**src/rtl/vga_mux_pkg.sv**
```systemverilog
// Shared constants for the VGA source mux: FSM state encoding, the sel encoding
// and the default colour width.
package vga_mux_pkg;

  localparam int CW_DEFAULT = 4;

  localparam logic [3:0] SEL_BLANK = 4'd0;

  typedef logic [1:0] state_t;

  localparam state_t ST_BLANK = 2'd0;
  localparam state_t ST_SHOW  = 2'd1;
  localparam state_t ST_WAIT  = 2'd2;

endpackage

```
**src/rtl/vga_frame_blink.sv**
```systemverilog
// Frame-edge detector on the selected source's vsync, plus the frame counter that
// produces the blink phase. A clear from the mux restarts everything on a switch.
module vga_frame_blink #(
  parameter int BLINK_FRAMES = 30
) (
  input  logic clk,
  input  logic clr,
  input  logic clear,
  input  logic vsync_in,
  output logic frame_edge,
  output logic blink_phase
);

  localparam logic [7:0] FCNT_LAST = 8'(BLINK_FRAMES - 1);

  logic       vs_q, vs_d;
  logic       armed_q, armed_d;
  logic [7:0] fcnt_q, fcnt_d;
  logic       phase_q, phase_d;

  // The registered vsync still belongs to the old source right after a switch,
  // so detection is held off for one cycle to avoid a spurious edge.
  always_comb begin
    frame_edge = armed_q & vs_q & ~vsync_in;
    vs_d       = vsync_in;
    armed_d    = ~clear;
    fcnt_d     = fcnt_q;
    phase_d    = phase_q;
    if (clear) begin
      fcnt_d  = '0;
      phase_d = 1'b0;
    end else if (frame_edge) begin
      if (fcnt_q == FCNT_LAST) begin
        fcnt_d  = '0;
        phase_d = ~phase_q;
      end else begin
        fcnt_d = fcnt_q + 8'd1;
      end
    end
  end

  always_ff @(posedge clk or negedge clr) begin
    if (!clr) begin
      vs_q    <= 1'b1;
      armed_q <= 1'b0;
      fcnt_q  <= '0;
      phase_q <= 1'b0;
    end else begin
      vs_q    <= vs_d;
      armed_q <= armed_d;
      fcnt_q  <= fcnt_d;
      phase_q <= phase_d;
    end
  end

  assign blink_phase = phase_q;

endmodule

```
**src/rtl/vga_src_mux.sv**
```systemverilog
// VGA source selector: switches between NSRC sources only on a frame boundary
// (or after a timeout), with per-source blinking and a single registered output mux.
//
//   state    | meaning
//   ---------+-----------------------------------------------------------
//   ST_BLANK | no source selected, outputs held at 0, cur_sel = 0
//   ST_SHOW  | steady on cur_sel
//   ST_WAIT  | switch to target requested, old source still shown
module vga_src_mux
  import vga_mux_pkg::*;
#(
  parameter int NSRC         = 4,
  parameter int CW           = CW_DEFAULT,
  parameter int BLINK_FRAMES = 30,
  parameter int SW_TIMEOUT   = 1000000
) (
  input  logic               clk,
  input  logic               clr,
  input  logic [NSRC*CW-1:0] src_r,
  input  logic [NSRC*CW-1:0] src_g,
  input  logic [NSRC*CW-1:0] src_b,
  input  logic [NSRC-1:0]    src_hsync,
  input  logic [NSRC-1:0]    src_vsync,
  input  logic [3:0]         sel,
  input  logic [NSRC-1:0]    blink_en,
  output logic               hsync,
  output logic               vsync,
  output logic [CW-1:0]      r,
  output logic [CW-1:0]      g,
  output logic [CW-1:0]      b,
  output logic [3:0]         cur_sel,
  output logic               pending
);

  localparam int            WCW       = $clog2(SW_TIMEOUT + 1);
  localparam logic [WCW-1:0] WAIT_LAST = WCW'(SW_TIMEOUT - 1);

  state_t         state_q, state_d;
  logic [3:0]     cur_sel_q, cur_sel_d;
  logic [3:0]     target_q, target_d;
  logic           pending_q, pending_d;
  logic [WCW-1:0] wait_cnt_q, wait_cnt_d;
  logic           hsync_q, hsync_d;
  logic           vsync_q, vsync_d;
  logic [CW-1:0]  r_q, r_d, g_q, g_d, b_q, b_d;

  logic [3:0]    nsel;
  logic          switch_now;
  logic          frame_edge;
  logic          blink_phase;
  logic          mux_hs, mux_vs, mux_blink;
  logic [CW-1:0] mux_r, mux_g, mux_b;

  always_comb begin
    mux_hs    = 1'b0;
    mux_vs    = 1'b1;
    mux_blink = 1'b0;
    mux_r     = '0;
    mux_g     = '0;
    mux_b     = '0;
    for (int k = 0; k < NSRC; k++) begin
      if (cur_sel_q == 4'(k + 1)) begin
        mux_hs    = src_hsync[k];
        mux_vs    = src_vsync[k];
        mux_blink = blink_en[k];
        mux_r     = src_r[k*CW +: CW];
        mux_g     = src_g[k*CW +: CW];
        mux_b     = src_b[k*CW +: CW];
      end
    end
  end

  always_comb begin
    nsel       = (sel <= 4'(NSRC)) ? sel : SEL_BLANK;
    state_d    = state_q;
    cur_sel_d  = cur_sel_q;
    target_d   = target_q;
    pending_d  = pending_q;
    wait_cnt_d = wait_cnt_q;
    case (state_q)
      ST_BLANK: begin
        if (nsel != SEL_BLANK) begin
          cur_sel_d = nsel;
          state_d   = ST_SHOW;
        end
      end
      ST_SHOW: begin
        if (nsel != cur_sel_q) begin
          target_d   = nsel;
          pending_d  = 1'b1;
          wait_cnt_d = '0;
          state_d    = ST_WAIT;
        end
      end
      ST_WAIT: begin
        // A frame edge wins over a simultaneous sel change; the new sel is seen next cycle.
        if (frame_edge || (wait_cnt_q == WAIT_LAST)) begin
          cur_sel_d = target_q;
          pending_d = 1'b0;
          state_d   = (target_q == SEL_BLANK) ? ST_BLANK : ST_SHOW;
        end else if (nsel == cur_sel_q) begin
          pending_d = 1'b0;
          state_d   = ST_SHOW;
        end else begin
          target_d = nsel;
          if (wait_cnt_q < WAIT_LAST) wait_cnt_d = wait_cnt_q + 1'b1;
        end
      end
      default: begin
        state_d   = ST_BLANK;
        cur_sel_d = SEL_BLANK;
        pending_d = 1'b0;
      end
    endcase
    switch_now = (cur_sel_d != cur_sel_q);
    if (switch_now) wait_cnt_d = '0;
  end

  always_comb begin
    hsync_d = 1'b0;
    vsync_d = 1'b0;
    r_d     = '0;
    g_d     = '0;
    b_d     = '0;
    if (state_q != ST_BLANK) begin
      hsync_d = mux_hs;
      vsync_d = mux_vs;
      if (!(mux_blink && blink_phase)) begin
        r_d = mux_r;
        g_d = mux_g;
        b_d = mux_b;
      end
    end
  end

  vga_frame_blink #(
    .BLINK_FRAMES(BLINK_FRAMES)
  ) u_frame_blink (
    .clk        (clk),
    .clr        (clr),
    .clear      (switch_now),
    .vsync_in   (mux_vs),
    .frame_edge (frame_edge),
    .blink_phase(blink_phase)
  );

  always_ff @(posedge clk or negedge clr) begin
    if (!clr) begin
      state_q    <= ST_BLANK;
      cur_sel_q  <= SEL_BLANK;
      target_q   <= SEL_BLANK;
      pending_q  <= 1'b0;
      wait_cnt_q <= '0;
      hsync_q    <= 1'b0;
      vsync_q    <= 1'b0;
      r_q        <= '0;
      g_q        <= '0;
      b_q        <= '0;
    end else begin
      state_q    <= state_d;
      cur_sel_q  <= cur_sel_d;
      target_q   <= target_d;
      pending_q  <= pending_d;
      wait_cnt_q <= wait_cnt_d;
      hsync_q    <= hsync_d;
      vsync_q    <= vsync_d;
      r_q        <= r_d;
      g_q        <= g_d;
      b_q        <= b_d;
    end
  end

  assign hsync   = hsync_q;
  assign vsync   = vsync_q;
  assign r       = r_q;
  assign g       = g_q;
  assign b       = b_q;
  assign cur_sel = cur_sel_q;
  assign pending = pending_q;

endmodule

```
**config.mk**
```make
export PLATFORM = sky130hd
export DESIGN_NAME = vga_src_mux
export DESIGN_NICKNAME = d
export VERILOG_FILES = /design/src/rtl/vga_mux_pkg.sv /design/src/rtl/vga_frame_blink.sv /design/src/rtl/vga_src_mux.sv
export SDC_FILE = /design/constraint.sdc
export NUM_CORES = 1
export LEC_CHECK = 0
export BUFFER_PORTS_ARGS = -buffer_cell sky130_fd_sc_hd__buf_4
export CAP_MARGIN = 20
export CORE_MARGIN = 2
export CORE_UTILIZATION = 45
export DETAILED_ROUTE_END_ITERATION = 12
export PLACE_DENSITY_LB_ADDON = 0.25
export SYNTH_ARGS = -nofsm -noshare
export SYNTH_HDL_FRONTEND = slang
export SYNTH_SLANG_ARGS = --single-unit
```
**constraint.sdc**
```tcl
create_clock -name clk -period 2.3 [get_ports clk]
set_clock_uncertainty 0.05 [all_clocks]
set_input_delay 0.575 -clock clk [delete_from_list [all_inputs] [get_ports clk]]
set_output_delay 0.575 -clock clk [all_outputs]
set_load 0.05 [all_outputs]
```
After elaboration in Yosys (flattened, before gate mapping) --
Index checks and enable logic that the tools add are counted.
Storage, ports and cells: bits in latches 0, register bits 56, ROM bits 0, logic and storage cells 121, memories kept 0, input port bits 66, RAM bits 0
Cells by class: $lt $le $gt $ge 2, equal/unequal tests 20, multiply operators 0, reduce and logical (&&, ||, !) cells 15, add/sub/neg operators 2, divide/modulo/power cells 0, multiplexer cells 62, shifts and indexed selects 0, bitwise operators 6
Operators with widths (number):
- two-way mux 20 bit | 5
- two-way mux 4 bit | 24
- case mux 20 bit (2 select lines) | 1
- two-way mux 8 bit | 3
- two-way mux 1 bit | 21
- adder 20 x 1 -> 20 bit (second input constant) | 1
- == test 20 bit (second input constant) | 1
- < comparator 20 bit (second input constant) | 1
- inequality test 3 x 2 -> 1 bit (second input constant) | 4
- case mux 4 bit (3 select lines) | 1
- adder 8 x 1 -> 8 bit (second input constant) | 1
- == test 4 x 2 -> 1 bit (second input constant) | 2
- == test 8 x 5 -> 1 bit (second input constant) | 1
- two-way mux 2 bit | 4
- inequality test 2 bit (second input constant) | 4
- inequality test 4 bit | 2
- case mux 4 bit (2 select lines) | 1
- nonzero test 2 bit | 4
- case mux 2 bit (3 select lines) | 1
- AND reduction 3 bit | 2
- AND reduction 5 bit | 1
- == test 4 x 1 -> 1 bit (second input constant) | 1
- == test 4 x 3 -> 1 bit (second input constant) | 1
- == test 4 bit | 1
- 15 further kinds | 19

Logic depth before layout (Yosys ltp) --
depth after elaboration 13, gate-level depth with buffers 10, gate-level depth less buffers 9

Hierarchy --
Synthesis repeated with hierarchy kept, for this count alone.
Second synthesis, totals: cell total of the unflattened synthesis 413, area total of the unflattened synthesis 3544.6 sq um
By module, submodules not included:
- vga_src_mux | cells an instance 361, instances 1, area each 3000.4 sq um, seq. area each 1126.1 sq um
- vga_frame_blink | cells an instance 52, instances 1, area each 544.3 sq um, seq. area each 276.5 sq um

Least setup slack after synthesis --
Ideal clock, no wire load.
path kind register to register, start point reg cur_sel_q[2], in the netlist cur_sel[2], end point reg wait_cnt_q[15], required time 2.172 ns, path buffers 1, setup slack -0.521 ns, cell stages (with the launch flop) 10, arrival time 2.694 ns, cells stage by stage dfrtp_1 > buf_2 > nor4b_2 > a21oi_1 > nand4_2 > a21oi_2 > a211oi_4 > o211ai_2 > or3_1 > a21oi_1
Between the ends: word-level cells in the longest chain between the ends 13
Ends and longest elaborated chain:
- start, declared | RTL line vga_src_mux.sv:39 | logic [3:0] cur_sel_q, cur_sel_d;
- start signal, assigned | RTL line vga_src_mux.sv:161 | cur_sel_q <= cur_sel_d;
- == test 4 x 1 -> 1 bit | RTL line vga_src_mux.sv:62 | if (cur_sel_q == 4'(k + 1)) begin
- two-way mux 1 bit (4 in series) | RTL line vga_src_mux.sv:62
- NOT 1 bit | RTL line vga_frame_blink.sv:24 | frame_edge = armed_q & vs_q & ~vsync_in;
- AND 1 bit | RTL line vga_frame_blink.sv:24
- logical OR 1 bit | RTL line vga_src_mux.sv:97 | if (frame_edge || (wait_cnt_q == WAIT_LAST)) begin
- two-way mux 4 bit | RTL line vga_src_mux.sv:97
- case mux 4 bit (3 select lines) | RTL line vga_src_mux.sv:80 | case (state_q)
- inequality test 4 bit | RTL line vga_src_mux.sv:115 | switch_now = (cur_sel_d != cur_sel_q);
- inequality test 3 x 2 -> 1 bit (no source line) / nonzero test 3 bit (equally long branches)
- AND reduction 5 bit (no source line)
- end signal, assigned | RTL line vga_src_mux.sv:164 | wait_cnt_q <= wait_cnt_d;
- end, declared | RTL line vga_src_mux.sv:42 | logic [WCW-1:0] wait_cnt_q, wait_cnt_d;
Parallel ways exist; a longest one is shown, timed or not. A chain may end at the register's enable or synchronous reset.

Worst setup path in the final report --
start point reg state_q[0], end point reg wait_cnt_q[14]
Between the ends: word-level cells in the longest chain between the ends 5
Ends and longest elaborated chain:
- start, declared | RTL line vga_src_mux.sv:38 | state_t state_q, state_d;
- start signal, assigned | RTL line vga_src_mux.sv:160 | state_q <= state_d;
- == test 2 bit (tied with other cells) | RTL line vga_src_mux.sv:80
- case mux 4 bit (3 select lines) | RTL line vga_src_mux.sv:80
- inequality test 4 bit | RTL line vga_src_mux.sv:115
- inequality test 3 x 2 -> 1 bit (no source line) / nonzero test 3 bit (equally long branches)
- AND reduction 5 bit (no source line)
Parallel ways exist; a longest one is shown, timed or not.

==> impl_metrics.ini <==
[power_and_ir_drop]
p_int_uw = 2922
ir_worst_vdd_mv = 0.6559
p_seq_share_pct = 24.2
p_leak_uw = 0.002242
switching_share_pct = 47.85
switchingPower_uw = 2681
power.density_nw_per_um2 = 1145
clockPowerShare_pct = 10.2
p_comb_share_pct = 65.6
fin_total_pwr_uw = 5602

[setup_path]
cp-end-kind = flop
startpoint_type = flop
worstPathArrival_ps = 2850
path_class = flop to flop
critical_path.max_fanout = 8
cp.required_ps = 2460

[logic_synthesis]
synth_area_leaders = dfrtp_1 (41%), a21oi_1 (7.1%), nor2_1 (6.7%)
synthArstFlopShare_pct = 100.0
ys_ff_latch = 56
synth_edf_count = 0
syn_avg_cell_area_sq_um = 8.792
synth_top_cell_area_share_pct = 41.42
ys_types = 65
post-synth-top-count-cell = nor2_1
synth_nets = 447
yosysTopAreaCell = dfrtp_1
synth-seq-area-share_pct = 42.21
synth_commonest_cells = nor2_1 (59), dfrtp_1 (55), a21oi_1 (47), nand2_1 (31), o21ai_0 (22)
syn-instance-count = 378
synth_warnings = 0
netlist_area_sq_um = 3323
ys.flop_type = dfrtp_1

[grt]
grt_pass1_wl_mm = 16.02
grt_usage_pct = 23.61
grt_overflow = 0
antenna_found_initial = 0
grt_pass1_vias = 3477
grt_max_degree = 57

[placement]
dp_hpwl_mm = 6.727
gp_congestion = 0.8808
placed_area_sq_um = 4561
dp.cells = 611
port_buffers = 84

[floorplanning]
coreArea_sq_um = 7214
die_area_sq_um = 8088
die_h_um = 89.94
die_x_um = 89.94
floorplan.rows = 31
start_util_pct = 46.06
io_pins = 85

[routing]
dr.pass1.iters = 4
wl_per_cell_um = 15.08
drc = 0
totalWireLength_mm = 9.469
detail_route.iter0.violations = 239
vias = 3452
antenna_left = 0
via_per_inst = 5.497

[timing]
final_max_slew_viol_count = 0
min_period_ps = 2689
tns_ps = -9121
hold_viol = 0
setup_violations = 34
clock.fmax_ghz = 0.3719
rsz0062_at_grt = yes
holdWs_ps = 242.3
relSlewSlack_pct = 53.15
worstMarginPinSlew_ps = 702.8
finalCritPeriodShare_pct = 116.9
setup_slack_ps = -388.9

[job]
cap_violations = 0

[clock_network]
cts_hold_buf = 0
cts_buffers = 5
path_clk_slew_ps = 100
h-tree-depth = 2
root_buffer = clkbuf_8
cts_tree = done
worstSkewPairLatency_ps = 320
clock_path_buffers = 2
cts.sinks = 56

[cells_and_area]
final_nets = 597
fin_area_sq_um = 4893
area_growth_pct = 47.25
stdcell_count = 628
drive_above_1_share_pct = 41.02
fillCellCount = 581
n_antenna_cell = 0

[min_path]
worstHoldPathType = input port to async pin

[status]
status = complete, but fails checks
violations = setup timing
[per-stage QoR]
stage | util, % | worst slack [ps]
finish | 67.83 | -388.9
global route | 67.83 | -463.2
CTS | 65.82 | -343.8
detailed placement | 63.22 | -662.2
global placement | 63.22 | -641.0
floorplan | - | -347.8
[kinds of logic (layout without fill, tap and decap cells)]
| kind of cell | Yosys count | after routing | synth area share, % |
|---|---|---|---|
| XOR/XNOR | 18 | 18 | 4.744 |
| buffers and inverters | 29 | 178 | 4.029 |
| flip-flops | 56 | 56 | 42.21 |
| multiplexers | 5 | 5 | 1.619 |
| AO/OA/AOI/OAI | 116 | 117 | 22.97 |
| adder cells (fa/ha/maj) | 3 | 3 | 1.130 |
| AND/OR/NAND/NOR | 151 | 152 | 23.31 |
[layout by cell type (no fill, tap or decap), types with 3 or more instances in the layout]
| cell type | netlist | final |
|---|---|---|
| o21ai_0 | 22 | 20 |
| a21oi_2 | 2 | 6 |
| nand2_1 | 31 | 31 |
| o211ai_1 | 4 | 4 |
| nor2_1 | 59 | 54 |
| nor2b_1 | 4 | 4 |
| nand4_1 | 4 | 4 |
| mux2_2 | 3 | 3 |
| and3_1 | 10 | 10 |
| buf_6 | 2 | 6 |
| clkbuf_8 | 0 | 6 |
| ha_1 | 3 | 3 |
| o21ai_1 | 2 | 4 |
| or3_1 | 7 | 7 |
| o21ai_4 | 1 | 5 |
| xor2_1 | 16 | 16 |
| a222oi_1 | 3 | 3 |
| buf_4 | 1 | 149 |
| a21oi_1 | 47 | 42 |
| dfrtp_1 | 55 | 51 |
| nor2_4 | 0 | 3 |
| nor3_1 | 5 | 3 |
| nand3_1 | 5 | 5 |
| inv_1 | 10 | 10 |
| dfrtp_2 | 0 | 4 |
| o21ai_2 | 7 | 4 |
| nor3_2 | 1 | 3 |
| nor3b_1 | 3 | 3 |
| o2111ai_2 | 0 | 3 |
| and2_1 | 4 | 3 |
[state kept, by name, summed over array words and instances (netlist names), 2 cells and up]
name,count
wait_cnt_q,20
u_frame_blink.fcnt_q,8
b,4
cur_sel,4
g,4
r,4
target_q,4
state_q,2
[timing repair]
item	4_1_cts	5_1_grt
pin swaps	7	7
cloned	2	0
buffers inserted	2	5
endpoints found under the setup margin	36	38
gates resized for setup	13	24
[worst max-delay path, stage by stage (launching register included)]
cell       delay (ps)
dfrtp_1           390
or4b_1            520
a22o_1            200
or4b_4            500
a21oi_4           230
o21ai_4           170
o2111ai_2         260
xor2_1            200
nor2_1             70
[power groups by stage]
stage | sequential (uW) | combinational (uW) | clock [uW]
after floorplan | 1860 | 1520 | 0
after global placement | 1370 | 3130 | 0
after detailed placement | 1370 | 3170 | 0
after CTS | 1360 | 3390 | 590
after global routing | 1390 | 3950 | 627
final | 1360 | 3670 | 573
[layer usage]
layer	vias to the layer above	track usage [%]	wire length [um]
li1	1656	-	-
met1	1688	30.41	4010
met2	94	41.22	4903
met3	14	3.688	406
met4	0	6.923	148
met5	-	0	0
[final cells by class]
type	instances	area, sq um	share of cell area (%)
inverters	11	43.79	0.8949
repair buffers	159	1256	25.67
multi-input cells	295	1968	40.22
well taps	99	123.9	2.531
clock inverters	1	7.507	0.1534
flip-flops and latches	56	1408	28.77
clock buffers	7	86.33	1.764
[final timing paths]
kind / startpoint / endpoint / slack, ps / cells past startpoint
setup / recovery: state_q[0] / wait_cnt_q[14] / -390 / 8
hold / removal: clr / g[0] / 240 / 1
setup reg to reg: state_q[0] / wait_cnt_q[14] / -390 / 8
hold reg to reg: wait_cnt_q[19] / wait_cnt_q[19] / 480 / 2
max in group asynchronous: clr / cur_sel[0] / 1440 / 1
min in group clk: src_b[15] / b[3] / 440 / 3
Note: power is estimated with default switching activity, not from simulation.
